File: config.mk
export PLATFORM = sky130hd
export DESIGN_NAME = rx_frame_aggregator
export DESIGN_NICKNAME = d
export VERILOG_FILES = /design/src/rtl/rx_frame_aggregator.sv
export SDC_FILE = /design/constraint.sdc
export NUM_CORES = 1
export LEC_CHECK = 0
export CAP_MARGIN = 0
export CORE_UTILIZATION = 47
export DETAILED_ROUTE_END_ITERATION = 10
export PLACE_DENSITY = 0.81
export SLEW_MARGIN = 20
export SYNTH_ARGS = -nofsm -noshare
export SYNTH_HDL_FRONTEND = slang
export SYNTH_SLANG_ARGS = --single-unit
File: constraint.sdc
create_clock -name clk -period 3.4 [get_ports clk]
set_input_delay 1.02 -clock clk [delete_from_list [all_inputs] [get_ports clk]]
set_output_delay 1.02 -clock clk [all_outputs]
set_load 0.01 [all_outputs]
File: src/rtl/rx_frame_aggregator.sv
// Round-robin frame aggregator: pulls whole frames from N per-port RX FIFO pairs, strips the
// trailer, polices length/error flags and writes data plus a tagged pointer to shared FIFOs.
module rx_frame_aggregator #(
  parameter int unsigned NPORT     = 4,
  parameter int unsigned DW        = 8,
  parameter int unsigned LENW      = 13,
  parameter int unsigned OLENW     = 11,
  parameter int unsigned CNTW      = 14,
  parameter int unsigned BP_THRESH = 14866,
  parameter int unsigned STRIP     = 4,
  parameter int unsigned MIN_LEN   = 64,
  parameter int unsigned MAX_LEN   = 1518
) (
  input  logic                   clk,
  input  logic                   rstn,
  input  logic [NPORT-1:0]       port_en,
  input  logic [NPORT-1:0]       rx_ptr_empty,
  output logic [NPORT-1:0]       rx_ptr_rd,
  input  logic [16*NPORT-1:0]    rx_ptr_dout,
  output logic [NPORT-1:0]       rx_data_rd,
  input  logic [DW*NPORT-1:0]    rx_data_dout,
  input  logic [CNTW-1:0]        agg_data_cnt,
  output logic                   agg_data_wr,
  output logic [DW-1:0]          agg_data_din,
  input  logic                   agg_ptr_full,
  output logic                   agg_ptr_wr,
  output logic [NPORT+OLENW:0]   agg_ptr_din,
  output logic [15:0]            drop_cnt,
  output logic [31:0]            frame_cnt,
  output logic                   busy
);

  localparam int unsigned PW = (NPORT > 1) ? $clog2(NPORT) : 1;
  localparam logic [CNTW-1:0] BpThr    = CNTW'(BP_THRESH);
  localparam logic [LENW-1:0] MinLen   = LENW'(MIN_LEN);
  localparam logic [LENW-1:0] MaxLen   = LENW'(MAX_LEN);
  localparam logic [LENW-1:0] StripLen = LENW'(STRIP);

  typedef enum logic [2:0] {StIdle, StPtrRd, StPtrLat, StData, StDrain, StDone} state_e;

  state_e                 state_q;
  logic [PW-1:0]          rr_q, sel_q;
  logic [LENW-1:0]        len_q, rd_cnt_q;
  logic                   err_q, keep_q, rd_d1_q, drain_q;
  logic [NPORT-1:0]       rx_ptr_rd_q, rx_data_rd_q;
  logic                   agg_data_wr_q, agg_ptr_wr_q, busy_q;
  logic [DW-1:0]          agg_data_din_q;
  logic [NPORT+OLENW:0]   agg_ptr_din_q;
  logic [15:0]            drop_cnt_q;
  logic [31:0]            frame_cnt_q;

  logic                   bp, hit;
  logic [PW-1:0]          grant_idx, rr_d;
  int unsigned            arb_j;
  logic [15:0]            ptr_word;
  logic [DW-1:0]          data_byte;
  logic [LENW-1:0]        ptr_len, done_len;
  logic                   ptr_err, done_go, done_err;
  logic [NPORT-1:0]       sel_onehot, grant_onehot;
  logic [OLENW-1:0]       stripped;
  logic [LENW:0]          keep_sum;
  logic                   unused_ptr_bits;

  assign bp = (agg_data_cnt > BpThr) | agg_ptr_full;

  // First enabled, non-empty port at or after the round-robin pointer.
  always_comb begin
    hit       = 1'b0;
    grant_idx = '0;
    arb_j     = 0;
    for (int unsigned i = 0; i < NPORT; i++) begin
      arb_j = 32'(rr_q) + i;
      if (arb_j >= NPORT) arb_j = arb_j - NPORT;
      if (!hit && port_en[arb_j[PW-1:0]] && !rx_ptr_empty[arb_j[PW-1:0]]) begin
        hit       = 1'b1;
        grant_idx = arb_j[PW-1:0];
      end
    end
  end

  assign rr_d         = (grant_idx == PW'(NPORT - 1)) ? '0 : grant_idx + 1'b1;
  assign grant_onehot = NPORT'(1) << grant_idx;
  assign sel_onehot   = NPORT'(1) << sel_q;

  always_comb begin
    ptr_word  = '0;
    data_byte = '0;
    for (int unsigned k = 0; k < NPORT; k++) begin
      if (sel_q == PW'(k)) begin
        ptr_word  = rx_ptr_dout[16*k +: 16];
        data_byte = rx_data_dout[DW*k +: DW];
      end
    end
  end

  assign ptr_len         = ptr_word[LENW-1:0];
  assign ptr_err         = ptr_word[15] | ptr_word[14] | (ptr_len < MinLen) | (ptr_len > MaxLen);
  assign unused_ptr_bits = ^ptr_word;

  // Zero-length frames skip DATA and finish straight from PTR_LAT.
  assign done_go  = ((state_q == StPtrLat) && (ptr_len == '0)) || ((state_q == StDrain) && drain_q);
  assign done_err = (state_q == StPtrLat) ? ptr_err : err_q;
  assign done_len = (state_q == StPtrLat) ? ptr_len : len_q;
  assign stripped = OLENW'(done_len - StripLen);
  assign keep_sum = {1'b0, rd_cnt_q} + {1'b0, StripLen};

  always_ff @(posedge clk) begin
    if (!rstn) begin
      state_q        <= StIdle;
      rr_q           <= '0;
      sel_q          <= '0;
      len_q          <= '0;
      rd_cnt_q       <= '0;
      err_q          <= 1'b0;
      keep_q         <= 1'b0;
      rd_d1_q        <= 1'b0;
      drain_q        <= 1'b0;
      rx_ptr_rd_q    <= '0;
      rx_data_rd_q   <= '0;
      agg_data_wr_q  <= 1'b0;
      agg_data_din_q <= '0;
      agg_ptr_wr_q   <= 1'b0;
      agg_ptr_din_q  <= '0;
      drop_cnt_q     <= '0;
      frame_cnt_q    <= '0;
      busy_q         <= 1'b0;
    end else begin
      rx_ptr_rd_q   <= '0;
      agg_ptr_wr_q  <= 1'b0;
      // Two-stage write pipeline: source dout lands one cycle after the strobe.
      rd_d1_q       <= (|rx_data_rd_q) & keep_q;
      agg_data_wr_q <= rd_d1_q;
      if (rd_d1_q) agg_data_din_q <= data_byte;

      if (done_go) begin
        if (!done_err) begin
          agg_ptr_wr_q  <= 1'b1;
          agg_ptr_din_q <= {1'b0, sel_onehot, stripped};
          frame_cnt_q   <= frame_cnt_q + 32'd1;
        end else if (drop_cnt_q != 16'hFFFF) begin
          drop_cnt_q <= drop_cnt_q + 16'd1;
        end
      end

      case (state_q)
        StIdle: begin
          if (!bp && hit) begin
            sel_q       <= grant_idx;
            rr_q        <= rr_d;
            rx_ptr_rd_q <= grant_onehot;
            busy_q      <= 1'b1;
            state_q     <= StPtrRd;
          end
        end
        StPtrRd: state_q <= StPtrLat;
        StPtrLat: begin
          len_q <= ptr_len;
          err_q <= ptr_err;
          if (ptr_len == '0) begin
            state_q <= StDone;
          end else begin
            rx_data_rd_q <= sel_onehot;
            rd_cnt_q     <= LENW'(1);
            keep_q       <= !ptr_err && (StripLen < ptr_len);
            state_q      <= StData;
          end
        end
        StData: begin
          if (rd_cnt_q == len_q) begin
            rx_data_rd_q <= '0;
            keep_q       <= 1'b0;
            drain_q      <= 1'b0;
            state_q      <= StDrain;
          end else begin
            keep_q   <= !err_q && (keep_sum < {1'b0, len_q});
            rd_cnt_q <= rd_cnt_q + 1'b1;
          end
        end
        StDrain: begin
          if (drain_q) state_q <= StDone;
          else drain_q <= 1'b1;
        end
        StDone: begin
          busy_q  <= 1'b0;
          state_q <= StIdle;
        end
        default: state_q <= StIdle;
      endcase
    end
  end

  assign rx_ptr_rd    = rx_ptr_rd_q;
  assign rx_data_rd   = rx_data_rd_q;
  assign agg_data_wr  = agg_data_wr_q;
  assign agg_data_din = agg_data_din_q;
  assign agg_ptr_wr   = agg_ptr_wr_q;
  assign agg_ptr_din  = agg_ptr_din_q;
  assign drop_cnt     = drop_cnt_q;
  assign frame_cnt    = frame_cnt_q;
  assign busy         = busy_q;

endmodule
==> insert_results.sql <==
INSERT INTO impl_metrics (metric_group, metric, value, unit) VALUES
('worst_hold_path', 'timing.hold.worst.start', 'agg_ptr_din[13]', ''),
('global_routing', 'track_usage', '0.262', ''),
('floorplan', 'start_util', '0.486', ''),
('sta', 'max_slew_margin', '0.642', ''),
('yosys', 'ys_warn_count', '0', ''),
('clock_tree', 'clock_tree.root_cell', 'sky130_fd_sc_hd__clkbuf_16', ''),
('clock_tree', 'clock_insertion_delay_worst_skew', '0.42', 'ns'),
('routing', 'num_vias', '6471', ''),
('worst_setup_path', 'timing.setup.critical_path_class', 'in -> reg', ''),
('yosys', 'netlist_instances', '747', ''),
('worst_setup_path', 'cp_num_buf_inv', '2', ''),
('clock_tree', 'cts_htree_levels', '4', ''),
('routing', 'detailed_route_wire_length', '18200', 'um'),
('sta', 'final_period_minus_worst_setup_slack', '3.31', 'ns'),
('place', 'gpl.final_weighted_congestion', '0.873', ''),
('floorplan', 'die_area', '14300', 'um^2'),
('routing', 'drt_pre_antenna_iters', '6', ''),
('cells_and_area', 'nNetsFinal', '1109', ''),
('sta', 'max_freq', '0.302', 'GHz'),
('clock_tree', 'clockBufferDepth', '2', ''),
('worst_setup_path', 'worstRegToRegCells', '7', ''),
('worst_setup_path', 'cp.arrival', '3.66', 'ns'),
('cells_and_area', 'fill_cells', '1056', ''),
('sta', 'finalMaxSlewViolations', '0', ''),
('yosys', 'synth_seq_cells', '119', ''),
('floorplan', 'pin_count', '204', ''),
('cells_and_area', 'n_antenna_cell', '0', ''),
('worst_setup_path', 'crit_chain', 'clkdlybuf4s50_1 -> mux4_2 -> or4_4 -> nand4b_4 -> o21a_4 -> buf_4 -> nor4b_2 -> mux2i_1', ''),
('global_routing', 'grt_start_max_net_pins', '38', ''),
('worst_hold_path', 'holdCritPathClass', 'reg -> reg', ''),
('yosys', 'ys.flop_type', 'sky130_fd_sc_hd__dfxtp_1', ''),
('worst_setup_path', 'crit_path_start_kind', 'primary input', ''),
('routing', 'route.antenna.remaining_nets', '0', ''),
('yosys', 'mappedNetlistArea', '6490', 'um^2'),
('place', 'port_buffers', '198', ''),
('worst_setup_path', 'r2r_end', 'drop_cnt[7]', ''),
('worst_setup_path', 'rr_startpoint', 'sel_q[0]', ''),
('worst_setup_path', 'timing.critical_path.slowest_cell_delay', '0.56', 'ns'),
('pwr', 'total_leakage_power', '0.00338', 'uW'),
('worst_hold_path', 'hold_depth', '2', ''),
('cells_and_area', 'area_used_by_multi_input_combinational_logic', '3830', 'um^2'),
('worst_setup_path', 'timing.reg2reg.setup_slack', '0.47', 'ns'),
('cells_and_area', 'syn_to_final_growth', '46.3', '%'),
('floorplan', 'die_x', '120', 'um'),
('sta', 'final_report_setup_violation_count', '0', ''),
('global_routing', 'grt_pass1_wl', '29800', 'um'),
('routing', 'drt_drc_violations_left', '0', ''),
('worst_setup_path', 'data_required_time_of_the_worst_path', '3.75', 'ns'),
('pwr', 'worst_voltage_drop_across_the_vdd_grid', '0.365', 'mV'),
('sta', 'fin_skew', '0.00579', 'ns'),
('cells_and_area', 'drive_gt1_frac', '0.115', ''),
('clock_tree', 'postCtsSetupRepairBufs', '0', ''),
('floorplan', 'floorplan.rows', '42', ''),
('yosys', 'syn_nets', '887', ''),
('outcome', 'result_of_the_run', 'finished clean', ''),
('yosys', 'synth.avg_cell_area', '8.69', 'um^2'),
('yosys', 'seq_area_frac_synth', '0.367', ''),
('clock_tree', 'clock_transition_at_the_registers_of_the_reported_paths', '0.05', 'ns'),
('worst_setup_path', 'timing.critical_path.slowest_stage_cell', 'sky130_fd_sc_hd__or4_4', ''),
('sta', 'final_hold_viol_count', '0', ''),
('pwr', 'power.density_cell_area', '415', 'nW/um^2'),
('routing', 'dr.first_iter.drc_count', '397', ''),
('clock_tree', 'clock_sink_count', '119', ''),
('routing', 'drt-vias-per-instance', '5.59', ''),
('worst_hold_path', 'min_to', 'agg_ptr_din[13]', ''),
('global_routing', 'antenna_found_initial', '0', ''),
('worst_setup_path', 'crit_path_max_fanout', '12', ''),
('floorplan', 'die_h', '120', 'um'),
('sta', 'total_neg_setup_slack', '0', 'ns'),
('yosys', 'synth_cell_type_count', '61', ''),
('cells_and_area', 'finish.cell_count_without_fillers', '1158', '');
[cell usage after synthesis, drive strengths merged (3+ instances only)]
cell | count | share of area
o31ai | 12 | 0.014
o21ai | 36 | 0.028
o211ai | 5 | 0.0058
or3 | 20 | 0.019
a211oi | 6 | 0.0069
xor2 | 20 | 0.027
a31oi | 3 | 0.0029
nand2b | 12 | 0.012
and2 | 5 | 0.0048
nand3 | 40 | 0.031
nand2 | 65 | 0.038
mux4 | 21 | 0.073
dfxtp | 119 | 0.37
or2 | 4 | 0.0039
nor4b | 3 | 0.0050
a41oi | 3 | 0.0040
ha | 19 | 0.037
or4 | 9 | 0.011
nor4 | 8 | 0.013
mux2i | 29 | 0.045
nor2b | 4 | 0.0039
xnor2 | 27 | 0.036
and4 | 4 | 0.0054
nor2 | 75 | 0.043
and3 | 10 | 0.0096
nand3b | 5 | 0.0058
nor3 | 14 | 0.011
buf | 9 | 0.0091
clkbuf | 32 | 0.019
nand4 | 17 | 0.016
a21oi | 53 | 0.041
inv | 32 | 0.019
o21a | 3 | 0.0035
[registers in the layout (all words and copies together) (netlist names)]
signal	cells
sel_q	2
keep_q	1
state_q	3
err_q	1
drain_q	1
rd_d1_q	1
frame_cnt	32
rx_data_rd	4
rx_ptr_rd	4
rd_cnt_q	13
drop_cnt	16
agg_ptr_wr	1
agg_data_din	8
busy	1
agg_ptr_din	15
len_q	13
rr_q	2
agg_data_wr	1
[routing by layer]
layer  up-vias  share of wire  wire, um  global-route usage
met5         -              0         0                   0
met4         0          0.023       428              0.0977
met3        39          0.059      1080              0.0665
met2       244           0.51      9220               0.465
met1      3054           0.41      7480               0.302
li1       3134              -         -                   -
[worst max path at each step]
stage | startpoint | cells after the start | endpoint
2_1_floorplan | rx_ptr_dout[54] | 6 | drop_cnt[3]
3_3_place_gp | rx_ptr_dout[38] | 8 | drop_cnt[9]
3_5_place_dp | rx_ptr_dout[38] | 8 | drop_cnt[9]
4_1_cts | rx_ptr_dout[38] | 8 | drop_cnt[9]
5_1_grt | rx_ptr_dout[54] | 8 | drop_cnt[9]
6_report | rx_ptr_dout[6] | 8 | drop_cnt[7]
[worst register-to-register path, stage by stage, from the launching register on]
cell                       delay, ns
sky130_fd_sc_hd__dfxtp_2        0.53
sky130_fd_sc_hd__mux4_2         0.58
sky130_fd_sc_hd__or4_4          0.56
sky130_fd_sc_hd__nand4b_4       0.22
sky130_fd_sc_hd__o21a_4         0.29
sky130_fd_sc_hd__buf_4          0.18
sky130_fd_sc_hd__nor4b_2        0.31
sky130_fd_sc_hd__mux2i_1        0.20
[report_power, final]
part           total [uW]  internal, uW  switching [uW]
logic                 619           342             277
registers            1450          1420            32.5
clock network        1870          1210             653
[area by class of cell]
class                      instances  area share
sequential                       119       0.251
inverter                          32      0.0126
multi-input combinational        555       0.403
timing repair buffer             244       0.245
tap                              176      0.0232
clock inverter                    10      0.0150
clock buffer                      22      0.0499
[stage by stage]
step | utilization | power [uW] | hold slack (ns) | setup WS, ns | instance area (um^2)
after global routing | 0.712 | 4070 | 0.484 | -0.0163 | 9500
after floorplan | - | 1800 | 0.415 | 0.215 | 6490
final | 0.712 | 3940 | 0.456 | 0.0898 | 9500
after detailed placement | 0.664 | 2090 | 0.446 | -0.449 | 8860
after global placement | 0.664 | 2080 | 0.443 | -0.415 | 8860
after CTS | 0.710 | 3940 | 0.454 | 0.0548 | 9480
[what timing repair did]
action	in CTS	in global routing
endpoints found under the setup margin	5	6
pin swaps	0	0
resized for setup	1	2
hold buffers	0	0
[logic make-up (layout without fill, tap and decap cells)]
logic type	Yosys count	in the layout	share of synthesized area
multiplexers	50	50	0.118
XOR/XNOR	47	47	0.0634
buffers and inverters	73	308	0.0461
AO/OA/AOI/OAI	135	135	0.124
adder cells (fa/ha/maj)	19	19	0.0366
AND/OR/NAND/NOR	303	303	0.245
flip-flops	119	119	0.367
other	1	1	0.000578
Power figures use the tool's default switching activity.
